### config.mk
export PLATFORM = sky130hd
export DESIGN_NAME = blink_rx
export DESIGN_NICKNAME = d
export VERILOG_FILES = /design/src/rtl/blink_rx.sv
export SDC_FILE = /design/constraint.sdc
export NUM_CORES = 1
export LEC_CHECK = 0
export CELL_PAD_IN_SITES_DETAIL_PLACEMENT = 2
export CELL_PAD_IN_SITES_GLOBAL_PLACEMENT = 2
export CORE_ASPECT_RATIO = 0.8
export CORE_MARGIN = 3
export CORE_UTILIZATION = 33
export DETAILED_ROUTE_END_ITERATION = 16
export PLACE_DENSITY = 0.78
export SYNTH_ARGS = -nofsm -noshare
export SYNTH_HDL_FRONTEND = slang
export SYNTH_SLANG_ARGS = --single-unit
### constraint.sdc
create_clock -name clk -period 2.6 [get_ports clk]
set_clock_uncertainty 0.1 [all_clocks]
set_input_delay 0.26 -clock clk [delete_from_list [all_inputs] [get_ports clk]]
set_output_delay 0.26 -clock clk [all_outputs]
set_load 0.02 [all_outputs]
### src/rtl/blink_rx.sv
// ---------------------------------------------------------------------------
// blink_rx
//   Receive-side counterpart of the LED blinker. Synchronises an external
//   square wave and measures each half-period in clk cycles. It checks every
//   half-period against EXP_COUNT +/- TOL and reports lock, per-measurement
//   error and loss-of-signal.
//
// Ports
//   clk           in   1      system clock, all logic on posedge
//   rst_n         in   1      synchronous active-low reset
//   sig_in        in   1      asynchronous square-wave input
//   level_o       out  1      synchronised input level
//   period_o      out  CNT_W  last measured half-period (held between pulses)
//   period_vld_o  out  1      1-cycle pulse, period_o updated this cycle
//   locked_o      out  1      LOCK_N consecutive in-tolerance half-periods
//   err_o         out  1      1-cycle pulse with period_vld_o on mismatch
//   timeout_o     out  1      no edge for TIMEOUT cycles, cleared by next edge
// ---------------------------------------------------------------------------
module blink_rx #(
    parameter int unsigned EXP_COUNT = 50000001,
    parameter int unsigned TOL       = 1000,
    parameter int unsigned LOCK_N    = 4,
    parameter int unsigned TIMEOUT   = 100000002,
    parameter int unsigned CNT_W     = 32
) (
    input  logic             clk,
    input  logic             rst_n,
    input  logic             sig_in,
    output logic             level_o,
    output logic [CNT_W-1:0] period_o,
    output logic             period_vld_o,
    output logic             locked_o,
    output logic             err_o,
    output logic             timeout_o
);

    // Tolerance window is evaluated one bit wider than the counter so that
    // EXP_COUNT+TOL cannot wrap.
    localparam int unsigned CMP_W   = CNT_W + 1;
    localparam int unsigned MATCH_W = $clog2(LOCK_N + 1);

    localparam logic [CMP_W-1:0]   LO_LIM   = CMP_W'(EXP_COUNT) - CMP_W'(TOL);
    localparam logic [CMP_W-1:0]   HI_LIM   = CMP_W'(EXP_COUNT) + CMP_W'(TOL);
    localparam logic [CNT_W-1:0]   TMO_CNT  = CNT_W'(TIMEOUT);
    localparam logic [MATCH_W-1:0] LOCK_MAX = MATCH_W'(LOCK_N);

    typedef enum logic [1:0] {
        S_WAIT = 2'd0,
        S_MEAS = 2'd1,
        S_LOCK = 2'd2
    } state_t;

    state_t             state_r;
    logic               s1_r;
    logic               s2_r;
    logic               s3_r;
    logic [CNT_W-1:0]   cnt_r;
    logic [MATCH_W-1:0] match_cnt_r;

    logic               edge_c;
    logic               in_tol_c;
    logic [MATCH_W-1:0] match_nxt_c;

    // Two-flop synchroniser plus one delay flop for edge detection.
    always_ff @(posedge clk) begin
        if (!rst_n) begin
            s1_r <= 1'b0;
            s2_r <= 1'b0;
            s3_r <= 1'b0;
        end else begin
            s1_r <= sig_in;
            s2_r <= s1_r;
            s3_r <= s2_r;
        end
    end

    assign level_o = s2_r;

    // Either polarity counts: every edge closes one half-period.
    assign edge_c = s2_r ^ s3_r;

    // Window check on the count being closed by this edge.
    assign in_tol_c = ({1'b0, cnt_r} >= LO_LIM) && ({1'b0, cnt_r} <= HI_LIM);

    // Match counter saturates at LOCK_N so a long locked run cannot wrap it.
    assign match_nxt_c = (match_cnt_r == LOCK_MAX) ? LOCK_MAX
                                                   : match_cnt_r + MATCH_W'(1);

    // Measurement / lock state machine with registered outputs.
    always_ff @(posedge clk) begin
        if (!rst_n) begin
            state_r      <= S_WAIT;
            cnt_r        <= '0;
            match_cnt_r  <= '0;
            period_o     <= '0;
            period_vld_o <= 1'b0;
            locked_o     <= 1'b0;
            err_o        <= 1'b0;
            timeout_o    <= 1'b0;
        end else begin
            period_vld_o <= 1'b0;
            err_o        <= 1'b0;

            case (state_r)
                // Unanchored: the first edge only starts the count.
                S_WAIT: begin
                    cnt_r <= '0;
                    if (edge_c) begin
                        cnt_r     <= CNT_W'(1);
                        timeout_o <= 1'b0;
                        state_r   <= S_MEAS;
                    end
                end

                S_MEAS, S_LOCK: begin
                    // An edge takes priority over the timeout, so an edge at
                    // cnt_r==TIMEOUT is measured (and fails the window).
                    if (edge_c) begin
                        period_o     <= cnt_r;
                        period_vld_o <= 1'b1;
                        cnt_r        <= CNT_W'(1);
                        if (in_tol_c) begin
                            match_cnt_r <= match_nxt_c;
                            if (match_nxt_c == LOCK_MAX) begin
                                locked_o <= 1'b1;
                                state_r  <= S_LOCK;
                            end
                        end else begin
                            match_cnt_r <= '0;
                            locked_o    <= 1'b0;
                            err_o       <= 1'b1;
                            state_r     <= S_MEAS;
                        end
                    end else if (cnt_r == TMO_CNT) begin
                        // Signal lost: drop lock and re-anchor on the next edge.
                        timeout_o   <= 1'b1;
                        locked_o    <= 1'b0;
                        match_cnt_r <= '0;
                        cnt_r       <= '0;
                        state_r     <= S_WAIT;
                    end else begin
                        cnt_r <= cnt_r + CNT_W'(1);
                    end
                end

                default: begin
                    state_r <= S_WAIT;
                end
            endcase
        end
    end

endmodule

==> results of run 1 <==
[flip-flops by register name, indices dropped and copies added (netlist names)]
name          flops
cnt_r            32
period_o         32
match_cnt_r       3
state_r           2
err_o             1
level_o           1
locked_o          1
period_vld_o      1
s1_r              1
s3_r              1
timeout_o         1
[layout make-up]
| type | instances | area share, % |
|---|---|---|
| clock buffers | 11 | 5.703 |
| inverters | 8 | 0.6776 |
| flip-flops and latches | 76 | 34.33 |
| well taps | 140 | 3.953 |
| clock inverters | 4 | 0.5647 |
| multi-input cells | 323 | 42.97 |
| repair buffers | 55 | 11.80 |
[report_power, final]
group	internal, W	switching, W
registers	0.00118	0.0000147
logic	0.0000660	0.000130
clock network	0.000689	0.000474
[cells in the final DEF, fill, tap and decap left out, types with 2 or more instances in the layout]
| cell | netlist | layout |
|---|---|---|
| ha_1 | 8 | 8 |
| clkinv_2 | 0 | 2 |
| nor4_1 | 6 | 6 |
| nand3_1 | 13 | 13 |
| nor2_2 | 3 | 4 |
| xnor2_1 | 16 | 16 |
| xor2_1 | 17 | 17 |
| clkbuf_16 | 0 | 9 |
| nand4b_1 | 2 | 2 |
| clkinvlp_4 | 0 | 2 |
| o2111ai_1 | 2 | 2 |
| o21ai_0 | 8 | 8 |
| nor3b_1 | 6 | 6 |
| and3_1 | 4 | 4 |
| nand2_1 | 94 | 94 |
| and2_1 | 6 | 6 |
| a31oi_1 | 2 | 2 |
| buf_4 | 6 | 15 |
| nor3_1 | 5 | 5 |
| nor3_2 | 2 | 2 |
| mux2i_1 | 2 | 2 |
| nor2b_1 | 3 | 3 |
| inv_1 | 8 | 8 |
| a21oi_1 | 6 | 6 |
| a21boi_0 | 33 | 33 |
| nand4_1 | 15 | 15 |
| clkbuf_8 | 0 | 2 |
| nor2_1 | 50 | 49 |
| dfxtp_1 | 76 | 76 |
| clkdlybuf4s50_1 | 0 | 39 |
[stage by stage]
| step | area, um2 | power, W |
|---|---|---|
| final | 4432 | 0.002550 |
| after CTS | 4432 | 0.002592 |
| after detailed placement | 4154 | 0.001415 |
| after global placement | 4154 | 0.001408 |
| after global routing | 4432 | 0.002668 |
| after floorplan | 3590 | 0.001345 |
[path summary, 6_finish.rpt]
path	end	cells after the start
max	cnt_r[14]$_SDFFE_PN0P_	7
max reg2reg	cnt_r[14]$_SDFFE_PN0P_	7
min reg2reg	period_o[10]$_SDFFE_PN0P_	2
min	period_o[10]$_SDFFE_PN0P_	2
[worst reg2reg max path: stages (launching register included)]
cell and delay, ns:
dfxtp_1 0.36, nor4_1 0.41, or2b_1 0.30, o31ai_1 0.43, nor2_1 0.13, o21ai_2 0.18, buf_12 0.21, nor2_1 0.08
[per-layer routing]
metal  up-vias  GRT usage [%]  share of wire (%)
met3         9          3.923                2.5
met5         -              0                  0
met1      1566          23.58                 48
met2        34          31.50                 49
li1       1533              -                  -
met4         0          4.905               0.82
[cells by family after synthesis]
| family | share of synthesized area (%) |
|---|---|
| AND/OR/NAND/NOR | 29.66 |
| flip-flops | 42.38 |
| AO/OA/AOI/OAI | 11.82 |
| buffers and inverters | 4.740 |
| XOR/XNOR | 8.051 |
| adder cells (fa/ha/maj) | 2.789 |
| multiplexers | 0.5577 |
==> results.py, run 1 <==
metrics = {
    "power_and_ir_drop": {
        "p_per_area_nw_per_um2": 575.4,
        "peakVddDrop_uv": 408.7,
        "p_leak_nw": 1.454,
    },
    "clock_tree": {
        "clk_pin_slew_ns": 0.06,
        "clk_latency_ns": 0.34,
        "clockBufferDepth": 2,
        "htreeDepth": 3,
        "ctsResizeCount": 0,
        "cts_sinks": 76,
        "cts_hold_buf": 0,
        "numCtsBuffers": 9,
        "cts_setup_buffers": 0,
        "cts_tree": "yes",
        "clockRootBuffer": "clkbuf_16",
    },
    "drt": {
        "drt_pass1_iterations": 4,
        "dr_total_vias": 3142,
        "wl_per_cell_um": 16.93,
        "ant_nets": 0,
        "drtIter0Drc": 97,
        "wl_um": 10440,
        "drc": 0,
        "via_per_inst": 5.092,
    },
    "yosys": {
        "synth_area_leaders": "dfxtp_1 (42%), nand2_1 (9.8%), a21boi_0 (6.9%)",
        "synthesis.area_um2": 3590,
        "synth_top_area_share_pct": 42.38,
        "syn_nets": 446,
        "postSynthAreaPerCell_um2": 8.252,
        "yosysTopAreaCell": "dfxtp_1",
        "synth_cell_types": 49,
        "ys.flop_type": "dfxtp_1",
        "synthArstFlopShare_pct": 0,
        "ys_seq_area_share_pct": 42.38,
        "synth.most_common_cell": "nand2_1",
        "synth_cells": 435,
        "synth-edff-count": 0,
        "yosys-top-cells-count": "nand2_1 (94), dfxtp_1 (76), nor2_1 (50)",
        "ys_ff_latch": 76,
        "yosysWarnings": 0,
    },
    "grt": {
        "grt_pass1_vias": 3433,
        "grt_overflow": 0,
        "grt_pass1_wl_um": 17730,
        "grt_max_degree": 35,
        "gr-usage-all-layers_pct": 18.43,
        "antenna_found_initial": 0,
    },
    "finish": {
        "fill_cells": 1183,
        "multi_input_area_um2": 1904,
        "seq_area_um2": 1521,
        "area_delta_synth_final_pct": 23.46,
        "layout-drive-gt1-share_pct": 9.644,
        "n_antenna_cell": 0,
        "fin_cells": 617,
        "final_nets": 484,
        "final_util_pct": 42.42,
    },
    "setup_path": {
        "critical_path_arrival_ns": 2.45,
        "worstSetupStartpointType": "register",
        "cpMaxStageDelayCell": "o31ai_1",
        "path_cells": "nor4_1, or2b_1, o31ai_1, nor2_1, o21ai_2, buf_12, nor2_1",
        "timing.rr.start": "cnt_r[28]$_SDFFE_PN0P_",
        "slowest_delay_ns": 0.43,
        "critPathCaptureType": "register",
        "critPathBufInv": 1,
        "crit_top_cell": "nor2_1",
        "crit_type": "reg2reg",
        "cp.required_ns": 2.72,
        "rrSetupSlack_ns": 0.27,
        "cp_max_fo": 30,
        "cp-startpoint": "cnt_r[28]$_SDFFE_PN0P_",
        "crit_family": "simple AND/OR/NAND/NOR gates",
    },
    "placement": {
        "place_ws_ns": 0.2898,
        "dpl.hpwl_um": 7612,
        "dpl.cell_count": 602,
        "port_buffers": 39,
        "place.gp.congestion": 0.8044,
    },
    "floorplan": {
        "boundaryPins": 40,
        "start_util_pct": 34.36,
        "die_w_um": 122.6,
        "die_y_um": 99.29,
        "rows": 33,
        "die_area_um2": 12170,
        "coreArea_um2": 10450,
    },
    "sta": {
        "worstMarginPinSlew_ns": 0.6199,
        "period_needed_ns": 2.327,
        "whs_ns": 0.3609,
        "setup_ws_ns": 0.2726,
        "clock.fmax_mhz": 429.7,
        "grt_setup_unrepaired": "no",
        "max_slew_margin_pct": 58.68,
        "setup_viol_count_final": 0,
        "hold_viol_final": 0,
        "slew_violations": 0,
        "finalSetupTns_ns": 0,
        "min_period_over_period_pct": 89.52,
    },
    "run": {
        "drv_cap": 0,
    },
    "run_status": {
        "run_status": "completed",
    },
    "worst_hold_path": {
        "hp-start": "period_o[10]$_SDFFE_PN0P_",
        "hold_path_class": "reg2reg",
    },
}
(Power assumes the default switching activity.)
==> run 2: changes to the inputs <==
Settings changed: CAP_MARGIN set to 5, PLACE_DENSITY 0.78 to 0.82.
==> run 2 against run 1 <==
  * Global-route usage is 0.46 points higher
  * Sequential share of layout area is 0.058 points higher
  * Die area stayed put
  * Clock power hardly changed
  * Flip-flop and latch count is the same
  * Setup slack worse by 0.040 ns
  * Fmax fell by 1.7%
  * Register-to-register slack got worse by 0.04 ns
  * Cell count stayed put
  * First-iteration DRC count rose by 29%
  * Design area is 0.17% lower
  * Largest cell class unchanged
  * Highest routed layer unchanged
==> results.py, run 2 (synthesis gave the netlist of run 1 again) <==
metrics = {
    "setup_path": {
        "critPathCaptureType": "register",
        "worstSetupStartpointType": "register",
        "path_cells": "inv_1, ha_1, nor2b_1, o2111ai_1, a221oi_1, a31o_2, nand2_1, and2_1",
        "crit_type": "reg2reg",
        "cp_max_fo": 6,
        "slowest_delay_ns": 0.56,
        "rrSetupSlack_ns": 0.23,
        "cpMaxStageDelayCell": "a221oi_1",
        "critical_path_arrival_ns": 2.50,
        "cp.required_ns": 2.74,
    },
    "drt": {
        "wl_per_cell_um": 17.33,
        "wl_um": 10690,
        "drc": 0,
        "drt_pass1_iterations": 4,
        "via_per_inst": 5.115,
        "drtIter0Drc": 125,
        "ant_nets": 0,
        "dr_total_vias": 3156,
    },
    "finish": {
        "layout-drive-gt1-share_pct": 9.644,
        "final_common_cell": "nand2_1",
        "area_delta_synth_final_pct": 23.25,
        "final_cell_mix": "nand2_1 (94), dfxtp_1 (76), nor2_1 (49), clkdlybuf4s50_1 (39), a21boi_0 (33)",
        "top_regs": "cnt_r: 32 flops, period_o: 32 flops, match_cnt_r: 3 flops",
        "final_nets": 483,
        "final_util_pct": 42.35,
        "n_antenna_cell": 0,
    },
    "clock_tree": {
        "clockBufferDepth": 2,
        "htreeDepth": 3,
        "clockRootBuffer": "clkbuf_16",
        "clk_pin_slew_ns": 0.06,
        "cts_setup_buffers": 0,
        "clk_latency_ns": 0.34,
        "cts_sinks": 76,
        "ctsResizeCount": 0,
        "cts_hold_buf": 0,
        "numCtsBuffers": 9,
        "cts_tree": "yes",
    },
    "placement": {
        "dpl.hpwl_um": 7695,
        "place.gp.congestion": 0.8606,
        "port_buffers": 39,
    },
    "worst_hold_path": {
        "hold_path_class": "reg2reg",
    },
    "sta": {
        "clock.fmax_mhz": 422.4,
        "setup_viol_count_final": 0,
        "period_needed_ns": 2.368,
        "slew_violations": 0,
        "worstMarginPinSlew_ns": 0.5877,
        "finalSetupTns_ns": 0,
        "grt_setup_unrepaired": "no",
        "min_period_over_period_pct": 91.06,
        "hold_viol_final": 0,
        "max_slew_margin_pct": 60.82,
    },
    "run": {
        "drv_cap": 0,
    },
    "floorplan": {
        "rows": 33,
        "die_area_um2": 12170,
        "coreArea_um2": 10450,
        "start_util_pct": 34.36,
        "die_y_um": 99.29,
        "die_w_um": 122.6,
        "boundaryPins": 40,
    },
    "grt": {
        "use_met2_pct": 32.60,
        "grt_overflow": 0,
        "grt_pass1_vias": 3419,
        "grt_busiest_layer": "met2",
        "grt_max_degree": 35,
        "use_met3_pct": 5.514,
        "gr-usage-all-layers_pct": 18.89,
        "use_met1_pct": 23.47,
        "grt_pass1_wl_um": 17910,
        "antenna_found_initial": 0,
    },
    "run_status": {
        "run_status": "completed",
    },
    "power_and_ir_drop": {
        "p_leak_nw": 1.450,
        "p_per_area_nw_per_um2": 582.9,
        "peakVddDrop_uv": 333.2,
    },
}
-- run 2: routing by layer --
| layer | up-vias | wire [um] |
|---|---|---|
| li1 | 1540 | - |
| met1 | 1576 | 4945 |
| met2 | 35 | 5315 |
| met3 | 5 | 351 |
| met4 | 0 | 80 |
| met5 | - | 0 |
-- run 2: stage by stage --
stage | total power [W] | hold slack [ns] | instance area (um2) | std cells | setup slack [ns]
floorplan | 0.001345 | 0.2873 | 3590 | 435 | 0.5541
global placement | 0.001408 | 0.3149 | 4146 | 601 | 0.3673
detailed placement | 0.001417 | 0.3306 | 4146 | 601 | 0.2113
CTS | 0.002611 | 0.3677 | 4424 | 617 | 0.2062
global route | 0.002688 | 0.3983 | 4424 | 617 | 0.009685
finish | 0.002579 | 0.3642 | 4424 | 617 | 0.2324
-- run 2: cell type report --
class	count	area (um2)
clock buffer	10	239.0
clock inverter	6	38.79
fill	1171	6022
inverter	8	30.03
multi-input combinational	323	1904
sequential	76	1521
tap	140	175.2
timing repair buffer	54	515.5
-- run 2: path summary, 6_finish.rpt --
| check | start | cells past startpoint | to |
|---|---|---|---|
| worst max-delay path | cnt_r[0]$_SDFFE_PN0P_ | 8 | err_o$_SDFF_PN0_ |
| worst min register to register | period_o[8]$_SDFFE_PN0P_ | 2 | period_o[8]$_SDFFE_PN0P_ |
| worst min-delay path | period_o[8]$_SDFFE_PN0P_ | 2 | period_o[8]$_SDFFE_PN0P_ |
| worst max register to register | cnt_r[0]$_SDFFE_PN0P_ | 8 | err_o$_SDFF_PN0_ |
-- run 2: power breakdown --
| part | internal [W] | switching (W) |
|---|---|---|
| logic | 0.0000674 | 0.000131 |
| clock network | 0.000670 | 0.000518 |
| registers | 0.00118 | 0.0000152 |
-- run 2: critical path, delay by kind of cell, from the launching register on --
family	cells	cell delay (ns)
compound gates	3	0.97
simple gates	3	0.48
flops	1	0.37
fa+ha+maj	1	0.22
buf+inv	1	0.14
